## src/rtl/teller_dispatcher_pkg.sv

```systemverilog
// Shared types and constants for the bank-hall teller dispatcher.
package teller_dispatch_pkg;

  typedef enum logic [1:0] {
    ST_IDLE = 2'd0,
    ST_CALL = 2'd1,
    ST_ACK  = 2'd2
  } state_t;

  localparam int HALL_CAPACITY = 7;
  localparam int PCOUNT_W      = 3;
  localparam int OCC_W         = 4;
  localparam int SERVED_W      = 8;

endpackage

```

## src/rtl/teller_dispatcher_rr_arbiter.sv

```systemverilog
// Combinational round-robin arbiter: first request at or above ptr, wrapping at N_TELLERS.
module rr_arbiter #(
  parameter int N_TELLERS = 3,
  parameter int IDX_W     = (N_TELLERS > 1) ? $clog2(N_TELLERS) : 1
) (
  input  logic [N_TELLERS-1:0] req,
  input  logic [IDX_W-1:0]     ptr,
  output logic [N_TELLERS-1:0] gnt,
  output logic [IDX_W-1:0]     gnt_idx,
  output logic                 any
);

  logic w_found;

  assign any = |req;

  always_comb begin
    gnt     = '0;
    gnt_idx = '0;
    w_found = 1'b0;
    for (int k = 0; k < N_TELLERS; k++) begin
      if (!w_found && req[(int'(ptr) + k) % N_TELLERS]) begin
        w_found = 1'b1;
        gnt[(int'(ptr) + k) % N_TELLERS] = 1'b1;
        gnt_idx = IDX_W'((int'(ptr) + k) % N_TELLERS);
      end
    end
  end

endmodule

```

## src/rtl/teller_dispatcher.sv

```systemverilog
// Bank-hall customer flow: arrival admission, round-robin teller dispatch, served count.
// Optional ACK timeout is built when TELLER_DISPATCH_TIMEOUT_EN is defined.
module teller_dispatcher
  import teller_dispatch_pkg::*;
#(
  parameter int         N_TELLERS   = 3,
  parameter logic [7:0] ACK_TIMEOUT = 8'd255,
  parameter int         IDX_W       = (N_TELLERS > 1) ? $clog2(N_TELLERS) : 1
) (
  input  logic                 clk,
  input  logic                 reset,
  input  logic                 enter,
  input  logic [N_TELLERS-1:0] teller_req,
  input  logic [PCOUNT_W-1:0]  pcount,
  output logic                 up_count,
  output logic                 down_count,
  output logic                 reject,
  output logic [N_TELLERS-1:0] grant,
  output logic [IDX_W-1:0]     call_teller,
  output logic [SERVED_W-1:0]  served_total,
  output logic                 ack_timeout
);

  state_t                r_state, w_state_nxt;
  logic                  r_up, r_down, r_reject;
  logic [N_TELLERS-1:0]  r_grant;
  logic [IDX_W-1:0]      r_call, r_ptr;
  logic [SERVED_W-1:0]   r_served;

  logic [OCC_W-1:0]      w_occ_eff;
  logic [N_TELLERS-1:0]  w_arb_gnt;
  logic [IDX_W-1:0]      w_arb_idx, w_ptr_nxt;
  logic                  w_arb_any, w_dispatch, w_accept, w_release, w_timeout;

  // Occupancy including pulses already sent but not yet seen on pcount.
  assign w_occ_eff = OCC_W'(pcount) + OCC_W'(r_up) - OCC_W'(r_down);

  rr_arbiter #(.N_TELLERS(N_TELLERS), .IDX_W(IDX_W)) u_arb (
    .req     (teller_req),
    .ptr     (r_ptr),
    .gnt     (w_arb_gnt),
    .gnt_idx (w_arb_idx),
    .any     (w_arb_any)
  );

  assign w_dispatch = (r_state == ST_IDLE) && w_arb_any && (w_occ_eff >= OCC_W'(1));
  assign w_accept   = enter && ((w_occ_eff < OCC_W'(HALL_CAPACITY)) || w_dispatch);
  assign w_ptr_nxt  = (w_arb_idx == IDX_W'(N_TELLERS - 1)) ? '0 : w_arb_idx + IDX_W'(1);

`ifdef TELLER_DISPATCH_TIMEOUT_EN
  logic [7:0] r_tmo_cnt;
  logic       r_ack_tmo;
  assign w_timeout = (r_state == ST_ACK) && teller_req[r_call] &&
                     (r_tmo_cnt == ACK_TIMEOUT - 8'd1);

  always_ff @(posedge clk) begin
    if (reset) begin
      r_tmo_cnt <= '0;
      r_ack_tmo <= 1'b0;
    end else begin
      r_ack_tmo <= w_timeout;
      if ((r_state == ST_ACK) && (w_state_nxt == ST_ACK))
        r_tmo_cnt <= r_tmo_cnt + 8'd1;
      else
        r_tmo_cnt <= '0;
    end
  end
  assign ack_timeout = r_ack_tmo;
`else
  logic w_unused_tmo;
  assign w_unused_tmo = ^ACK_TIMEOUT;
  assign w_timeout    = 1'b0;
  assign ack_timeout  = 1'b0;
`endif

  always_comb begin
    w_state_nxt = r_state;
    w_release   = 1'b0;
    unique case (r_state)
      ST_IDLE: if (w_dispatch) w_state_nxt = ST_CALL;
      ST_CALL: w_state_nxt = ST_ACK;
      ST_ACK: begin
        if (!teller_req[r_call] || w_timeout) begin
          w_state_nxt = ST_IDLE;
          w_release   = 1'b1;
        end
      end
      default: w_state_nxt = ST_IDLE;
    endcase
  end

  always_ff @(posedge clk) begin
    if (reset) begin
      r_state  <= ST_IDLE;
      r_up     <= 1'b0;
      r_down   <= 1'b0;
      r_reject <= 1'b0;
      r_grant  <= '0;
      r_call   <= '0;
      r_ptr    <= '0;
      r_served <= '0;
    end else begin
      r_state  <= w_state_nxt;
      r_up     <= w_accept;
      r_reject <= enter && !w_accept;
      r_down   <= w_dispatch;
      if (w_dispatch) begin
        r_grant  <= w_arb_gnt;
        r_call   <= w_arb_idx;
        r_ptr    <= w_ptr_nxt;
        r_served <= r_served + SERVED_W'(1);
      end else if (w_release) begin
        r_grant  <= '0;
      end
    end
  end

  assign up_count     = r_up;
  assign down_count   = r_down;
  assign reject       = r_reject;
  assign grant        = r_grant;
  assign call_teller  = r_call;
  assign served_total = r_served;

endmodule

```

## config.mk

```make
export PLATFORM = sky130hd
export DESIGN_NAME = teller_dispatcher
export DESIGN_NICKNAME = d
export VERILOG_FILES = /design/src/rtl/teller_dispatcher_pkg.sv /design/src/rtl/teller_dispatcher_rr_arbiter.sv /design/src/rtl/teller_dispatcher.sv
export SDC_FILE = /design/constraint.sdc
export NUM_CORES = 1
export LEC_CHECK = 0
export CAP_MARGIN = 40
export CORE_MARGIN = 8
export CORE_UTILIZATION = 52
export CTS_CLUSTER_SIZE = 12
export DETAILED_ROUTE_END_ITERATION = 8
export PLACE_DENSITY = 0.85
export SYNTH_ARGS = -nofsm -noshare
export SYNTH_HDL_FRONTEND = slang
export SYNTH_HIERARCHICAL = 1
export SYNTH_SLANG_ARGS = --single-unit
```

## constraint.sdc

```tcl
create_clock -name clk -period 3.2 [get_ports clk]
set_clock_uncertainty 0.1 [all_clocks]
set_input_delay 0.32 -clock clk [delete_from_list [all_inputs] [get_ports clk]]
set_output_delay 0.32 -clock clk [all_outputs]
set_load 0.02 [all_outputs]
```

==> summary.md <==
| Metric | Value |
|---|---|
| Post-synth EDFFs | `0` |
| Power Total | `1.24 mW` |
| Detailed Place HPWL | `between 2000 and 3000 um` |
| Setup TNS | `0 ns` |
| Peak supply drop | `0.000606 V` |
| Synth Area in XOR/XNOR | `~3.4%` |
| Num Clock Sinks | `20` |
| Top cells by area, synth | `dfxtp_1, ha_1, nor2_1` |
| Post-Syn Area | `0.00145 mm^2` |
| DRT Pass-1 Iters | `4` |
| Ys Warns | `6` |
| Final period utilization | `93.6%` |
| Clock latency at the later pin of the worst-skew pair | `0.30 ns` |
| Post-synthesis mux area share | `10.1%` |
| Internal | `0.724 mW` |
| Vias in the first global route | `1235` |
| Post-route insts no fill | `221` |
| Chip width | `68.9 um` |
| Die height | `68.9 um` |
| Drc violations | `0` |
| Max Transition Viols Final | `0` |
| CP Class | `register to register` |
| Combinational share of power | `54.8%` |
| GPL Wtd Cong | `0.935` |
| Top-area cell type share of the netlist area | `27.5%` |
| Adder-cell share of the synthesized area | `9.12%` |
| Total GRT Usage | `14.5%` |
| Io pins | `26` |
| Worst R2R End | `call_teller[0]` |
| Net switching power | `slightly above 0.5 mW` |
| Post-CTS Setup Inserts | `0` |
| Startpoint Class | `register` |
| Worst R2R Setup Slack | `0.20 ns` |
| Crit Path Max Fanout | `11` |
| Flop pwr share | `between 20% and 30%` |
| Post-place setup slack | `-0.0901 ns` |
| Max Buffers Root-to-Sink | `2` |
| Syn Inst Count | `around 170` |
| CTS tree | `built` |
| Static leakage | `a little over 0.7 nW` |
| Most used DFF post-synth | `dfxtp_1` |
| Most frequent cells in the layout | `clkdlybuf4s50_1, dfxtp_1, nor2_1` |
| Post-route ant nets | `0` |
| Final #Nets | `between 200 and 250` |
| Relative max-transition margin | `54.9%` |
| H-tree depth | `1` |
| Synth cell types | `about 50` |
| Setup crit end | `call_teller[0]` |
| Worst endpoint required time | `about 3.3 ns` |
| Worst slew pin tran | `0.675 ns` |
| Synth async-reset ratio | `0%` |
| Compound-Gate Fraction of Synth Area | `18.1%` |
| Arr. time, crit path | `3.07 ns` |
| CTS root buf | `clkbuf_4` |
| Post-Route WL | `about 3300 um` |
| Core area | `0.00271 mm^2` |
| Area grow syn2layout | `20.7%` |
| Cell total after placement | `217` |
| Post-route setup slack | `0.204 ns` |
| Max cap viols | `0` |
| Simple-gate portion of the synthesized area | `23.5%` |
| Commonest non-fill, non-tap cell in the layout | `clkdlybuf4s50_1` |
| Hold Path Stages | `2` |
| CTS Hold Buffers Added | `0` |
| Mean Syn Cell Area | `around 8.7 um^2` |
| CTS buffer count | `3` |
| Synthesized flop and latch total | `20` |
| RR Startpoint | `up_count` |
| Register area share after synthesis | `27.5%` |
| Vias per inst | `roughly 5.9` |
| R2R depth | `11` |
| Worst Setup End Kind | `register` |
| Initial antenna violation count | `0` |
| Die area | `0.00474 mm^2` |
| P per Cell Area | `707 mW/mm^2` |
| Fmax | `334 MHz` |
| Diode count | `0` |
| Outcome | `finished, final reports clean` |
| # rows | `19` |
| Critical path startpoint | `up_count` |
| Minimum clock period | `3.00 ns` |
| Switching share of total power | `41.6%` |
| Largest net degree at the start of global routing | `21` |
| Total congestion overflow | `0` |
| Reg clk slew, reported paths | `roughly 0.11 ns` |
| Initial drt markers | `59` |
| Port Buffers | `24` |
| Final setup fails | `0` |
| Syn nets | `186` |
| Routed wire per std cell | `14.9 um` |
| Initial Util | `about 54%` |
| Vias post-DR | `1305` |
| RSZ-0062 raised after global routing | `no` |
| Largest family of logic cells by synthesized area | `simple AND/OR/NAND/NOR gates` |
| First-pass GRT wire length | `5380 um` |
| Hold Crit Class | `register to register` |
| Clock power share | `16.7%` |
| Final hold vios | `0` |
| Share of post-route cells with drive strength above 1 | `10.0%` |
| Top cell type by total area after synthesis | `dfxtp_1` |
## registers in the layout, summed over array words and instances (netlist names)
register,cells
call_teller,2
down_count,1
grant,3
r_ptr,2
r_state,2
reject,1
served_total,8
up_count,1
## stage by stage
step	hold WS (ns)	instance area [um^2]	util [%]
after detailed placement	0.357	1700	62.6
final	0.372	1750	64.7
after floorplan	0.368	1450	-
after global placement	0.346	1700	62.6
after global routing	0.381	1750	64.7
after CTS	0.373	1750	64.7
## layer usage
metal / track usage (%) / share of wire, % / vias to the layer above
met5: 0 / 0 / -
met3: 4.20 / 7.3 / 6
met4: 4.01 / 1.5 / 0
li1: - / - / 639
met1: 16.2 / 41 / 611
met2: 26.0 / 50 / 49
## cell usage after synthesis, types with 4 or more instances
master	n
dfxtp_1	20
nor2_1	17
inv_1	15
ha_1	9
a21oi_1	7
nand2_1	7
nand3_1	7
o21ai_0	7
mux2i_1	6
nor2b_1	6
a31oi_1	4
## cells by family (layout without fill, tap and decap cells)
kind of cell               after synthesis  in the layout
DFF                                     20             20
muxes                                   12             12
other                                    1              1
and+or+nand+nor                         60             60
buffers and inverters                   23             46
AOI/OAI and AO/OA                       37             37
adders and majority gates               10             10
xor gates and xnor gates                 4              4
## final cells by class
| type | instances | area, um^2 |
|---|---|---|
| clock buffers | 3 | 22.5 |
| clock inverters | 1 | 30.0 |
| fillers | 232 | 956 |
| inverters | 15 | 56.3 |
| multi-input cells | 124 | 943 |
| flip-flops and latches | 20 | 400 |
| well taps | 31 | 38.8 |
| repair buffers | 27 | 263 |
## how the worst min path moves through the flow
stage	start	endpoint	slack, ns
floorplan	enter	up_count	0.37
finish	grant[0]	grant[0]	0.37
detailed placement	grant[2]	grant[2]	0.36
global placement	grant[1]	grant[1]	0.35
CTS	grant[2]	grant[2]	0.37
global route	grant[2]	grant[2]	0.38
## worst max-delay path: stages, from the launching register on
cell and delay [ns]:
dfxtp_1 0.34, inv_1 0.04, ha_1 0.26, inv_1 0.04
ha_1 0.21, fa_1 0.50, or3b_1 0.42, a2111oi_4 0.37
nor3_4 0.15, buf_4 0.21, mux2i_1 0.16, nor2_1 0.06
## repair_timing
action / 4_1_cts / 5_1_grt
setup endpoints to repair: 2 / 0
gates resized for setup: 1 / 0
endpoints found under the hold margin: 0 / 0
## power by group through the flow
stage                     clock network [mW]  registers, mW  logic (mW)
after CTS                              0.209          0.353       0.673
after global routing                   0.224          0.361       0.738
after floorplan                            0          0.395       0.467
after detailed placement                   0          0.358       0.664
final                                  0.207          0.353       0.679
after global placement                     0          0.356       0.628
Power figures use the tool's default switching activity.
